$ cat src/rtl/trace_pkg.sv
// Shared constants for the commit trace recorder: flag bit positions, record sizing, FSM states.
package trace_pkg;

   localparam int FLG_REG = 0;
   localparam int FLG_LD  = 1;
   localparam int FLG_ST  = 2;
   localparam int FLG_HLT = 3;

   localparam logic [1:0] ST_TRACE   = 2'd0;
   localparam logic [1:0] ST_HALTED  = 2'd1;
   localparam logic [1:0] ST_TIMEOUT = 2'd2;

   typedef logic [1:0] traceState_t;

   function automatic int recWidth(int dataW, int addrW, int regW, int tsW);
      return 4 + tsW + regW + dataW + addrW + dataW;
   endfunction

   // Record view at the default widths, for consumers decoding ev_data off-chip.
   typedef struct packed {
      logic [3:0]  flags;
      logic [15:0] ts;
      logic [3:0]  writeReg;
      logic [15:0] writeData;
      logic [15:0] memAddr;
      logic [15:0] mdata;
   } traceRec_t;

endpackage

$ cat src/rtl/trace_fifo.sv
// Synchronous FIFO with extra-bit pointers; a push into a full FIFO is taken only alongside a pop.
module trace_fifo #(
   parameter int WIDTH = 8,
   parameter int DEPTH = 16
) (
   input  logic             clk,
   input  logic             rst_n,
   input  logic             push,
   input  logic [WIDTH-1:0] wdata,
   input  logic             pop,
   output logic             valid,
   output logic             full,
   output logic [WIDTH-1:0] rdata
);

   localparam int AW = $clog2(DEPTH);

   logic [WIDTH-1:0] mem [DEPTH];
   logic [AW:0]      wrPtr;
   logic [AW:0]      rdPtr;
   logic             doPush;
   logic             doPop;

   assign valid  = (wrPtr != rdPtr);
   assign full   = (wrPtr[AW] != rdPtr[AW]) && (wrPtr[AW-1:0] == rdPtr[AW-1:0]);
   assign doPop  = pop && valid;
   assign doPush = push && (!full || doPop);
   assign rdata  = valid ? mem[rdPtr[AW-1:0]] : '0;

   always_ff @(posedge clk) begin
      if (!rst_n) begin
         wrPtr <= '0;
         rdPtr <= '0;
      end else begin
         if (doPush) wrPtr <= wrPtr + 1'b1;
         if (doPop)  rdPtr <= rdPtr + 1'b1;
      end
   end

   always_ff @(posedge clk) begin
      if (doPush) mem[wrPtr[AW-1:0]] <= wdata;
   end

endmodule

$ cat src/rtl/commit_trace_buf.sv
// Commit-event recorder: packs each event cycle into a timestamped record and queues it for a
// valid/ready drain port, with cycle/instruction counters, halt capture and a watchdog.
module commit_trace_buf
   import trace_pkg::*;
#(
   parameter int DATA_W     = 16,
   parameter int ADDR_W     = 16,
   parameter int REG_W      = 4,
   parameter int DEPTH      = 16,
   parameter int CNT_W      = 32,
   parameter int TS_W       = 16,
   parameter int MAX_CYCLES = 100000,
   localparam int REC_W     = recWidth(DATA_W, ADDR_W, REG_W, TS_W)
) (
   input  logic              clk,
   input  logic              rst_n,
   input  logic              en,
   input  logic              reg_write,
   input  logic [REG_W-1:0]  write_reg,
   input  logic [DATA_W-1:0] write_data,
   input  logic              mem_read,
   input  logic              mem_write,
   input  logic [ADDR_W-1:0] mem_addr,
   input  logic [DATA_W-1:0] mem_wdata,
   input  logic [DATA_W-1:0] mem_rdata,
   input  logic              halt,
   output logic              ev_valid,
   input  logic              ev_ready,
   output logic [REC_W-1:0]  ev_data,
   output logic [CNT_W-1:0]  cycle_count,
   output logic [CNT_W-1:0]  inst_count,
   output logic [CNT_W-1:0]  drop_count,
   output logic              overflow,
   output logic              done,
   output logic              timeout
);

   typedef struct packed {
      logic [3:0]        flags;
      logic [TS_W-1:0]   ts;
      logic [REG_W-1:0]  writeReg;
      logic [DATA_W-1:0] writeData;
      logic [ADDR_W-1:0] memAddr;
      logic [DATA_W-1:0] mdata;
   } rec_t;

   traceState_t state;
   traceState_t stateNext;
   rec_t        rec;
   logic        active;
   logic        pushReq;
   logic        popReq;
   logic        fifoFull;
   logic        drop;

   assign done    = (state == ST_HALTED);
   assign timeout = (state == ST_TIMEOUT);
   assign active  = en && (state == ST_TRACE);
   assign pushReq = active && (reg_write || mem_read || mem_write || halt);
   assign popReq  = ev_valid && ev_ready;
   // A pop in the same cycle frees the slot, so only a push without a pop is lost.
   assign drop    = pushReq && fifoFull && !popReq;

   always_comb begin
      rec                 = '0;
      rec.flags[FLG_REG]  = reg_write;
      rec.flags[FLG_LD]   = mem_read;
      rec.flags[FLG_ST]   = mem_write;
      rec.flags[FLG_HLT]  = halt;
      rec.ts              = cycle_count[TS_W-1:0];
      if (reg_write) begin
         rec.writeReg  = write_reg;
         rec.writeData = write_data;
      end
      if (mem_read || mem_write) begin
         rec.memAddr = mem_addr;
         rec.mdata   = mem_write ? mem_wdata : mem_rdata;
      end
   end

   // Halt outranks the watchdog when both land on the same cycle.
   always_comb begin
      stateNext = state;
      if (active) begin
         if (halt) begin
            stateNext = ST_HALTED;
         end else if (cycle_count == CNT_W'(MAX_CYCLES - 1)) begin
            stateNext = ST_TIMEOUT;
         end
      end
   end

   always_ff @(posedge clk) begin
      if (!rst_n) begin
         state       <= ST_TRACE;
         cycle_count <= '0;
         inst_count  <= '0;
         drop_count  <= '0;
         overflow    <= 1'b0;
      end else begin
         state <= stateNext;
         if (active) begin
            cycle_count <= cycle_count + CNT_W'(1);
            if (halt || reg_write || mem_write) inst_count <= inst_count + CNT_W'(1);
         end
         if (drop) begin
            overflow <= 1'b1;
            if (drop_count != '1) drop_count <= drop_count + CNT_W'(1);
         end
      end
   end

   trace_fifo #(
      .WIDTH (REC_W),
      .DEPTH (DEPTH)
   ) u_fifo (
      .clk   (clk),
      .rst_n (rst_n),
      .push  (pushReq),
      .wdata (rec),
      .pop   (popReq),
      .valid (ev_valid),
      .full  (fifoFull),
      .rdata (ev_data)
   );

endmodule

$ cat config.mk
export PLATFORM = sky130hd
export DESIGN_NAME = commit_trace_buf
export DESIGN_NICKNAME = d
export VERILOG_FILES = /design/src/rtl/trace_pkg.sv /design/src/rtl/trace_fifo.sv /design/src/rtl/commit_trace_buf.sv
export SDC_FILE = /design/constraint.sdc
export NUM_CORES = 1
export LEC_CHECK = 0
export BUFFER_PORTS_ARGS = -buffer_cell sky130_fd_sc_hd__buf_4
export CAP_MARGIN = 0
export CORE_ASPECT_RATIO = 1.2
export CORE_UTILIZATION = 55
export DETAILED_ROUTE_END_ITERATION = 16
export PLACE_DENSITY = 0.76
export SYNTH_ARGS = -nofsm -noshare
export SYNTH_HDL_FRONTEND = slang
export SYNTH_SLANG_ARGS = --single-unit
$ cat constraint.sdc
create_clock -name clk -period 7.66 [get_ports clk]
set_input_delay 1.149 -clock clk [delete_from_list [all_inputs] [get_ports clk]]
set_output_delay 1.149 -clock clk [all_outputs]
set_load 0.02 [all_outputs]
* After elaboration in Yosys (flattened, before gate mapping)
Memory sizes are Yosys's and may differ from the RTL's. A register that Yosys moved wholly into a read port is not among the register bits.
Cells that the tools add are included.
** Word-level totals
- Output and inout bits :: 172
- Flip-flop bits (word level) :: 109
- Memories :: 1
- Memory bits (writable) :: 1152
** Operators by class
- Multiplexer cells :: 10
- Equality and inequality tests :: 7
- Reduce and logical (&&, ||, !) cells :: 22
- Add/sub/neg operators :: 5
** Memories
- u_fifo.mem :: depth 16, width 72, read ports 1, clocked after memory_dff 1, write ports 1, RTL line trace_fifo.sv:18 : logic [WIDTH-1:0] mem [DEPTH];
** Operators with widths (number)
- 32-bit by 1-bit adder with 32-bit output, second input constant :: 3
- 72-bit two-way mux :: 1
- 32-bit by 17-bit == test with 1-bit output, second input constant :: 1
- 32-bit two-way mux :: 1
- 32-bit != test, second input constant :: 1
- 20-bit two-way mux :: 1
- 16-bit two-way mux :: 1
- 5-bit by 1-bit adder with 5-bit output, second input constant :: 2
- 1-bit logical AND :: 8
- 4-bit two-way mux :: 2
- 1-bit logical OR :: 7
- 2-bit AND reduction :: 3
- 5-bit != test :: 1
- 4-bit == test :: 1
- 2-bit two-way mux :: 2
- 2-bit by 1-bit == test with 1-bit output, second input constant :: 1
- 2-bit == test, second input constant :: 1
- 1-bit logical NOT :: 2
- 2-bit logical NOT :: 1
- 1-bit two-way mux :: 2
- 2-bit nonzero test :: 1
- 1-bit != test :: 1

* Longest topological paths before layout
Gate-level depths: netlist of run 1.
- Depth in word-level cells :: 7
- Depth in mapped cells :: 9

* Cells and area by module
A second synthesis of run 1 with hierarchy kept.
** Second synthesis, totals
- Cells, all modules :: 2496
- Area, all modules :: 48970.7 um^2
** Modules (own cells, without submodules)
- trace_fifo :: sequential area each 34873.4 um^2, cells each 1860, area each 43758.2 um^2, instances 1
- commit_trace_buf :: sequential area each 1981.9 um^2, cells each 636, area each 5212.5 um^2, instances 1

* Worst setup path after synthesis of run 1
OpenSTA, ideal clock, no wires.
- Path type :: input to register
- Start :: input port en
- End :: memory u_fifo.mem[3][0] (netlist name), enable pin
- Slack :: 130 ps
- Stages on the path :: 5
- Buffers on the path :: 1
- Arrival :: 6940 ps
- Path through :: or3b_1 > buf_6 > a21oi_1 > o211ai_1 > nor3_1
** Between the ends
- Word-level cells in the longest chain between the ends :: 5
** Ends and longest elaborated chain
- from (decl) :: RTL line commit_trace_buf.sv:17 : input logic en,
- 1-bit logical AND :: RTL line commit_trace_buf.sv:58 : assign active = en && (state == ST_TRACE);
- 1-bit logical AND :: RTL line commit_trace_buf.sv:59 : assign pushReq = active && (reg_write || mem_read || mem_write || halt);
- 1-bit logical AND :: RTL line trace_fifo.sv:27 : assign doPush = push && (!full || doPop);
- 1-bit two-way mux :: RTL line trace_fifo.sv:41 : if (doPush) mem[wrPtr[AW-1:0]] <= wdata;
- 1-bit two-way mux (not written as such) :: RTL line trace_fifo.sv:41
- to (decl) :: RTL line trace_fifo.sv:18
No other way between the ends.

==> results of run 1 <==
==> cell usage in the layout, fill, tap and decap left out, types with 5 or more instances in the layout <==
master	count
mux2i_1	29
and3_1	15
a21oi_1	42
o31ai_1	15
or3_1	19
nand3_1	30
o21ai_0	22
nand2b_1	25
nor2b_1	94
clkinv_2	12
clkinvlp_4	5
and4_1	13
xor2_1	16
nor3_1	14
nand2_1	74
and2_1	28
ha_1	8
buf_12	5
a22o_1	16
nand4_1	25
inv_6	6
buf_4	274
clkinv_1	29
nor4_1	24
bufinv_16	10
mux4_2	360
or4_1	17
nor2_1	53
dfxtp_1	109
clkbuf_1	25
clkbuf_16	119
edfxtp_1	1152
xnor2_1	28
and3_4	12
inv_1	19
==> state kept, by name, indices dropped and copies added (netlist names), named ones only <==
signal        cells
u_fifo.mem     1152
cycle_count      32
drop_count       32
inst_count       32
u_fifo.rdPtr      5
u_fifo.wrPtr      5
state             2
overflow          1
==> area by class of cell <==
class	instances	area share
timing repair buffer	279	0.03820
sequential	1265	0.6529
inverter	20	0.001329
tap	1159	0.02568
multi-input combinational	1004	0.2162
clock inverter	66	0.01079
clock buffer	146	0.05488
==> metrics by stage <==
step / power, mW / instances / worst slack, ps / utilization
6_report: 15.44 / 3939 / 2456 / 0.6321
5_1_grt: 15.88 / 3939 / 2156 / 0.6321
4_1_cts: 15.54 / 3939 / 2290 / 0.6321
3_5_place_dp: 9.949 / 3727 / 2694 / 0.5906
3_3_place_gp: 9.906 / 3727 / 2900 / 0.5906
2_1_floorplan: 9.273 / 2430 / 130.2 / -
==> synthesized netlist by cell type, types with 3 or more instances <==
cell,n
nand2b_1,25
o21ai_0,22
nand4_1,25
and3_1,27
buf_4,16
a21oi_1,42
nand3_1,30
or4_1,17
mux4_2,360
or3_1,19
clkbuf_1,94
inv_1,19
buf_2,26
ha_1,8
o31ai_1,15
xor2_1,16
nand2_1,74
and4_1,13
xnor2_1,28
dfxtp_1,113
nor3_1,16
buf_1,4
and2_1,28
a22o_1,16
nor2_1,56
nor4_1,24
nor2b_1,96
mux2i_1,29
edfxtp_1,1152
o211ai_1,3
==> cell families after synthesis <==
logic type / after synthesis / synth area share
DFF: 1265 / 0.7421
adders and majority gates: 8 / 0.002015
AOI/OAI and AO/OA: 102 / 0.01260
xor gates and xnor gates: 44 / 0.007759
and+or+nand+nor: 461 / 0.05230
muxes: 389 / 0.1691
buffers and inverters: 161 / 0.01418
==> worst paths after layout <==
kind / from / endpoint / slack [ps] / cells past startpoint
max reg2reg: state[1]$_SDFFE_PN0P_ / u_fifo.mem[2][5]$_DFFE_PP_ / 3550 / 5
min reg2reg: overflow$_SDFFE_PN0P_ / overflow$_SDFFE_PN0P_ / 470 / 2
max: flop / ev_data[13] / 2460 / 5
min: overflow$_SDFFE_PN0P_ / overflow$_SDFFE_PN0P_ / 470 / 2
==> where the power goes <==
part	total [mW]	internal, mW	switching [mW]
registers	7.71	7.61	0.0989
logic	2.06	1.00	1.06
clock network	5.67	3.20	2.47
total	15.4	11.8	3.63
==> tightest hold or removal path: stages, from the launching register on <==
cell and delay, ps:
dfxtp_1 320, inv_1 50, a21oi_1 50
==> routing by layer <==
metal | routed length, um | up-vias | part of all wire
met3 | 8223 | 181 | 0.074
met4 | 2800 | 0 | 0.025
li1 | - | 10480 | -
met5 | 0 | - | 0
met2 | 58060 | 1113 | 0.52
met1 | 42370 | 13170 | 0.38
==> out/qor.csv, run 1 <==
stage,metric,value,unit
run_status,status,completed,
cells_and_area,Finished Cell Area,56470,sq um
global_route,M2 GR Usage,0.4263,
route,DRC viols,0,
route,DR WL/cell,28.30,um
timing,min Tclk post-route,5204,ps
clock_tree,clock root cell,clkbuf_16,
setup_path,critical path's largest stage delay,1010,ps
setup_path,"most used cell, CP",mux4_2,
global_route,met1 Resource Use GR,0.3129,
clock_tree,CTS Hold Buffers Added,0,
setup_path,crit-path cells,buf_12 > mux4_2 > mux4_2 > nor2b_1 > buf_4,
setup_path,Buffers & Inverters on Critical Path,2,
pwr,leakage power,17.92,nW
global_route,GRT Util Overall,0.2446,
die,row cnt,120,
timing,Final period util,0.6794,
timing,final hold slack,466.2,ps
route,WL final,111500,um
route,DR vias/cell,6.333,
die,Die Footprint,91510,sq um
place,port bufs,247,
die,Starting Density,0.5560,
global_route,initial antenna violation count,1,
route,ANT nets after route,0,
yosys,"area leader, netlist",edfxtp_1,
die,core footprint,89340,sq um
die,DIE HEIGHT,331.2,um
timing,Final Hold Vio Count,0,
yosys,cells after synthesis,2430,
yosys,Synth area leaders,"edfxtp_1, mux4_2, dfxtp_1, nor2b_1, clkbuf_1",
clock_tree,Sink Count,1265,
route,via count,24940,
setup_path,Top delay family on crit path,multiplexers,
setup_path,Setup crit end kind,primary output,
die,Ports,248,
yosys,ys flop type,edfxtp_1,
yosys,Synth Cell Area,49670,sq um
timing,slew margin rel.,0.1545,
clock_tree,CTS buffer count,114,
yosys,"Warnings, synthesis",0,
setup_path,Critical Path RT,6510,ps
yosys,syn_area_per_cell,20.44,sq um
cells_and_area,FILL cells,5798,
setup_path,crit path kind,flop to primary output,
yosys,post-synthesis async set-or-reset flop share,0,
place,GP Congestion,0.7944,
yosys,Synth top area share,0.6965,
timing,worst-margin pin slew,1268,ps
cells_and_area,layout cells sized above 1,0.2971,
die,Die X,276.3,um
yosys,Synth cell types,43,
yosys,Synthesized Nets,2514,
clock_tree,CTS tree,done,
clock_tree,Post-CTS Setup Repair Bufs,0,
timing,Setup Skew,34.77,ps
yosys,Synth Register Bits,1265,
yosys,Post-synth EDFFs,1152,
global_route,largest net degree at the start of global routing,117,
clock_tree,clk slew on worst S/H paths,60,ps
flow_run,# Max-Cap Violations,0,
global_route,gr ovfl total,0,
timing,Setup-failing EPs final,0,
timing,setup TNS,0,ps
global_route,vias in the first global route,25910,
cells_and_area,Antenna diodes,0,
global_route,met3 usage,0.04755,
global_route,Most Crowded Layer GR,met2,
cells_and_area,layout net count,2768,
clock_tree,worst-case clock buffer depth,3,
setup_path,slowest CP cell,dfxtp_4,
clock_tree,worst skew pair latency,710,ps
worst_hold_path,path type of the worst min-delay path,flop to flop,
yosys,sequential share of the synthesized area,0.7421,
timing,fin. max-slew vios,0,
clock_tree,CTS resizes,0,
setup_path,crit start category,flop,
place,DP Area,52760,sq um
setup_path,"Max FO, Critical Path",88,
cells_and_area,Layout area overhead,13.70,%
cells_and_area,multi-input logic area,12210,sq um
route,initial DRC count,2360,
setup_path,crit path DAT,4060,ps
pwr,power per cell area,273.4,nW/um^2
route,First-pass DRT Iterations,5,
timing,RSZ-0062 raised after global routing,no,
place,Post-DP HPWL,58750,um
global_route,first-pass GRT wire length,165200,um
cells_and_area,Reg area,36870,sq um
timing,top achievable clock speed,192.2,MHz
pwr,Peak supply drop,0.0001825,V
clock_tree,# H-tree levels,3,
Power figures use the tool's default switching activity.
==> inputs of run 2 (changes only) <==
CORE_UTILIZATION = 60   (was 55)
PLACE_DENSITY = 0.78   (was 0.76)
clock period = 5 ns   (was 7.66 ns; I/O delays follow)
==> out/qor.csv, run 2 (synthesis results as in run 1) <==
stage,metric,value,unit
run_status,status,completed,
setup_path,crit-path cells,buf_12 > mux4_2 > mux4_2 > nor2b_1 > buf_4,
global_route,GRT Util Overall,0.2858,
pwr,Clock Power Share,0.361,
cells_and_area,max FFs per register,1152,
cells_and_area,fin cells,3853,
global_route,initial antenna violation count,3,
cells_and_area,layout net count,2792,
die,Ports,248,
pwr,Switching Share,0.2390,
pwr,power share of the sequential group,0.498,
worst_hold_path,path type of the worst min-delay path,input port to flop,
die,Die X,264.6,um
timing,Final period util,0.8340,
setup_path,Critical Path RT,4250,ps
cells_and_area,final core occ,0.6914,
route,initial DRC count,2592,
pwr,Gate power share,0.140,
timing,Final Hold Vio Count,0,
flow_run,# Max-Cap Violations,0,
route,DR vias/cell,6.662,
clock_tree,CTS tree,done,
setup_path,crit path DAT,3420,ps
timing,setup TNS,0,ps
clock_tree,clk slew on worst S/H paths,60,ps
place,post-placement cell count,3647,
die,Starting Density,0.6056,
place,port bufs,247,
pwr,internal power,17.96,mW
place,Post-DP HPWL,60520,um
global_route,gr ovfl total,0,
setup_path,crit start category,flop,
pwr,Peak supply drop,0.0002986,V
clock_tree,# H-tree levels,3,
setup_path,"Max FO, Critical Path",77,
cells_and_area,Layout area overhead,14.17,%
clock_tree,worst skew pair latency,690,ps
route,First-pass DRT Iterations,7,
die,Die Footprint,83940,sq um
setup_path,"most used cell, CP",mux4_2,
route,DR WL/cell,30.66,um
clock_tree,CTS buffer count,112,
setup_path,critical path's largest stage delay,810,ps
setup_path,slowest CP cell,dfxtp_4,
global_route,vias in the first global route,26850,
timing,fin. max-slew vios,0,
route,ANT nets after route,0,
setup_path,WP depth,5,
die,DIE HEIGHT,317.2,um
timing,min Tclk post-route,4170,ps
clock_tree,CTS Hold Buffers Added,0,
route,via count,25670,
clock_tree,CTS resizes,0,
pwr,leakage power,18.05,nW
timing,Setup-failing EPs final,0,
pwr,power per cell area,416.1,nW/um^2
setup_path,FF-to-FF path depth,5,
setup_path,Buffers & Inverters on Critical Path,2,
timing,slew margin rel.,0.08575,
global_route,first-pass GRT wire length,172300,um
global_route,largest net degree at the start of global routing,78,
die,core footprint,82020,sq um
route,DRC viols,0,
route,WL final,118200,um
cells_and_area,most frequent cells in the layout,"edfxtp_1, mux4_2, buf_4",
timing,top achievable clock speed,239.8,MHz
cells_and_area,FILL cells,4806,
worst_hold_path,hold depth,1,
timing,worst setup margin,829.8,ps
setup_path,Setup crit end kind,primary output,
clock_tree,Post-CTS Setup Repair Bufs,0,
clock_tree,worst-case clock buffer depth,3,
timing,Setup Skew,33.32,ps
setup_path,Top delay family on crit path,multiplexers,
setup_path,crit path kind,flop to primary output,
clock_tree,Sink Count,1265,
cells_and_area,"commonest non-fill, non-tap cell in the layout",edfxtp_1,
place,GP Congestion,0.8270,
pwr,NetSw,5.639,mW
pwr,overall power,23.60,mW
die,row cnt,115,
clock_tree,clock root cell,clkbuf_16,
timing,worst-margin pin slew,1369,ps
cells_and_area,layout cells sized above 1,0.3048,
timing,RSZ-0062 raised after global routing,no,
place,dpl ws,1389,ps
-- run 2: cell count changes in the layout (fill, tap and decap cells not counted), moves of 2 or more --
cell	previous run	this run
inv_6	6	4
clkbuf_1	25	23
clkinv_4	1	4
buf_4	274	277
clkinv_2	12	17
buf_12	5	28
nor3_2	2	0
clkbuf_16	119	115
clkinv_1	29	22
clkinvlp_4	5	7
-- run 2: cell type report --
type | instances | area [sq um] | area share
Clock buffer | 140 | 2992 | 0.05276
Antenna cell | 1 | 2.502 | 0.00004413
Clock inverter | 65 | 596.8 | 0.01053
Multi-Input combinational cell | 1004 | 12210 | 0.2153
Tap cell | 1053 | 1318 | 0.02323
Inverter | 20 | 75.07 | 0.001324
Sequential cell | 1265 | 36870 | 0.6502
Timing Repair Buffer | 305 | 2640 | 0.04656
-- run 2: layer usage --
layer | share of wire | vias up | global-route usage
met4 | 0.038 | 4 | 0.1180
met3 | 0.087 | 259 | 0.05645
met5 | 0.00019 | - | 0
met2 | 0.52 | 1488 | 0.4901
met1 | 0.36 | 13380 | 0.3612
li1 | - | 10540 | -
-- run 2: worst reg2reg max path: cells and delay by family (launching register included) --
| family | cells | cell delay (ps) |
|---|---|---|
| compound gates | 2 | 760 |
| simple gates | 2 | 1490 |
| flops | 1 | 340 |
| buf+inv | 1 | 350 |
-- run 2: path summary, 6_finish.rpt --
path / end / start / slack [ps]
setup / recovery: ev_data[25] / flop / 830
hold reg to reg: overflow$_SDFFE_PN0P_ / overflow$_SDFFE_PN0P_ / 450
setup reg to reg: u_fifo.mem[3][51]$_DFFE_PP_ / state[1]$_SDFFE_PN0P_ / 1730
hold / removal: u_fifo.mem[6][69]$_DFFE_PP_ / mem_read / 400
-- run 2: stage by stage --
stage	area [sq um]	hold WS (ps)
floorplan	49670	454.2
global placement	53110	441.6
detailed placement	53110	443.3
CTS	56700	363.7
global route	56700	401.0
finish	56700	401.1
-- run 2: power groups by stage --
| stage | logic [mW] | registers [mW] | clock network, mW |
|---|---|---|---|
| finish | 3.32 | 11.8 | 8.52 |
| global route | 3.51 | 11.8 | 8.97 |
| CTS | 3.36 | 11.8 | 8.59 |
| detailed placement | 3.32 | 12.0 | 0 |
| global placement | 3.26 | 12.0 | 0 |
| floorplan | 2.28 | 11.9 | 0 |
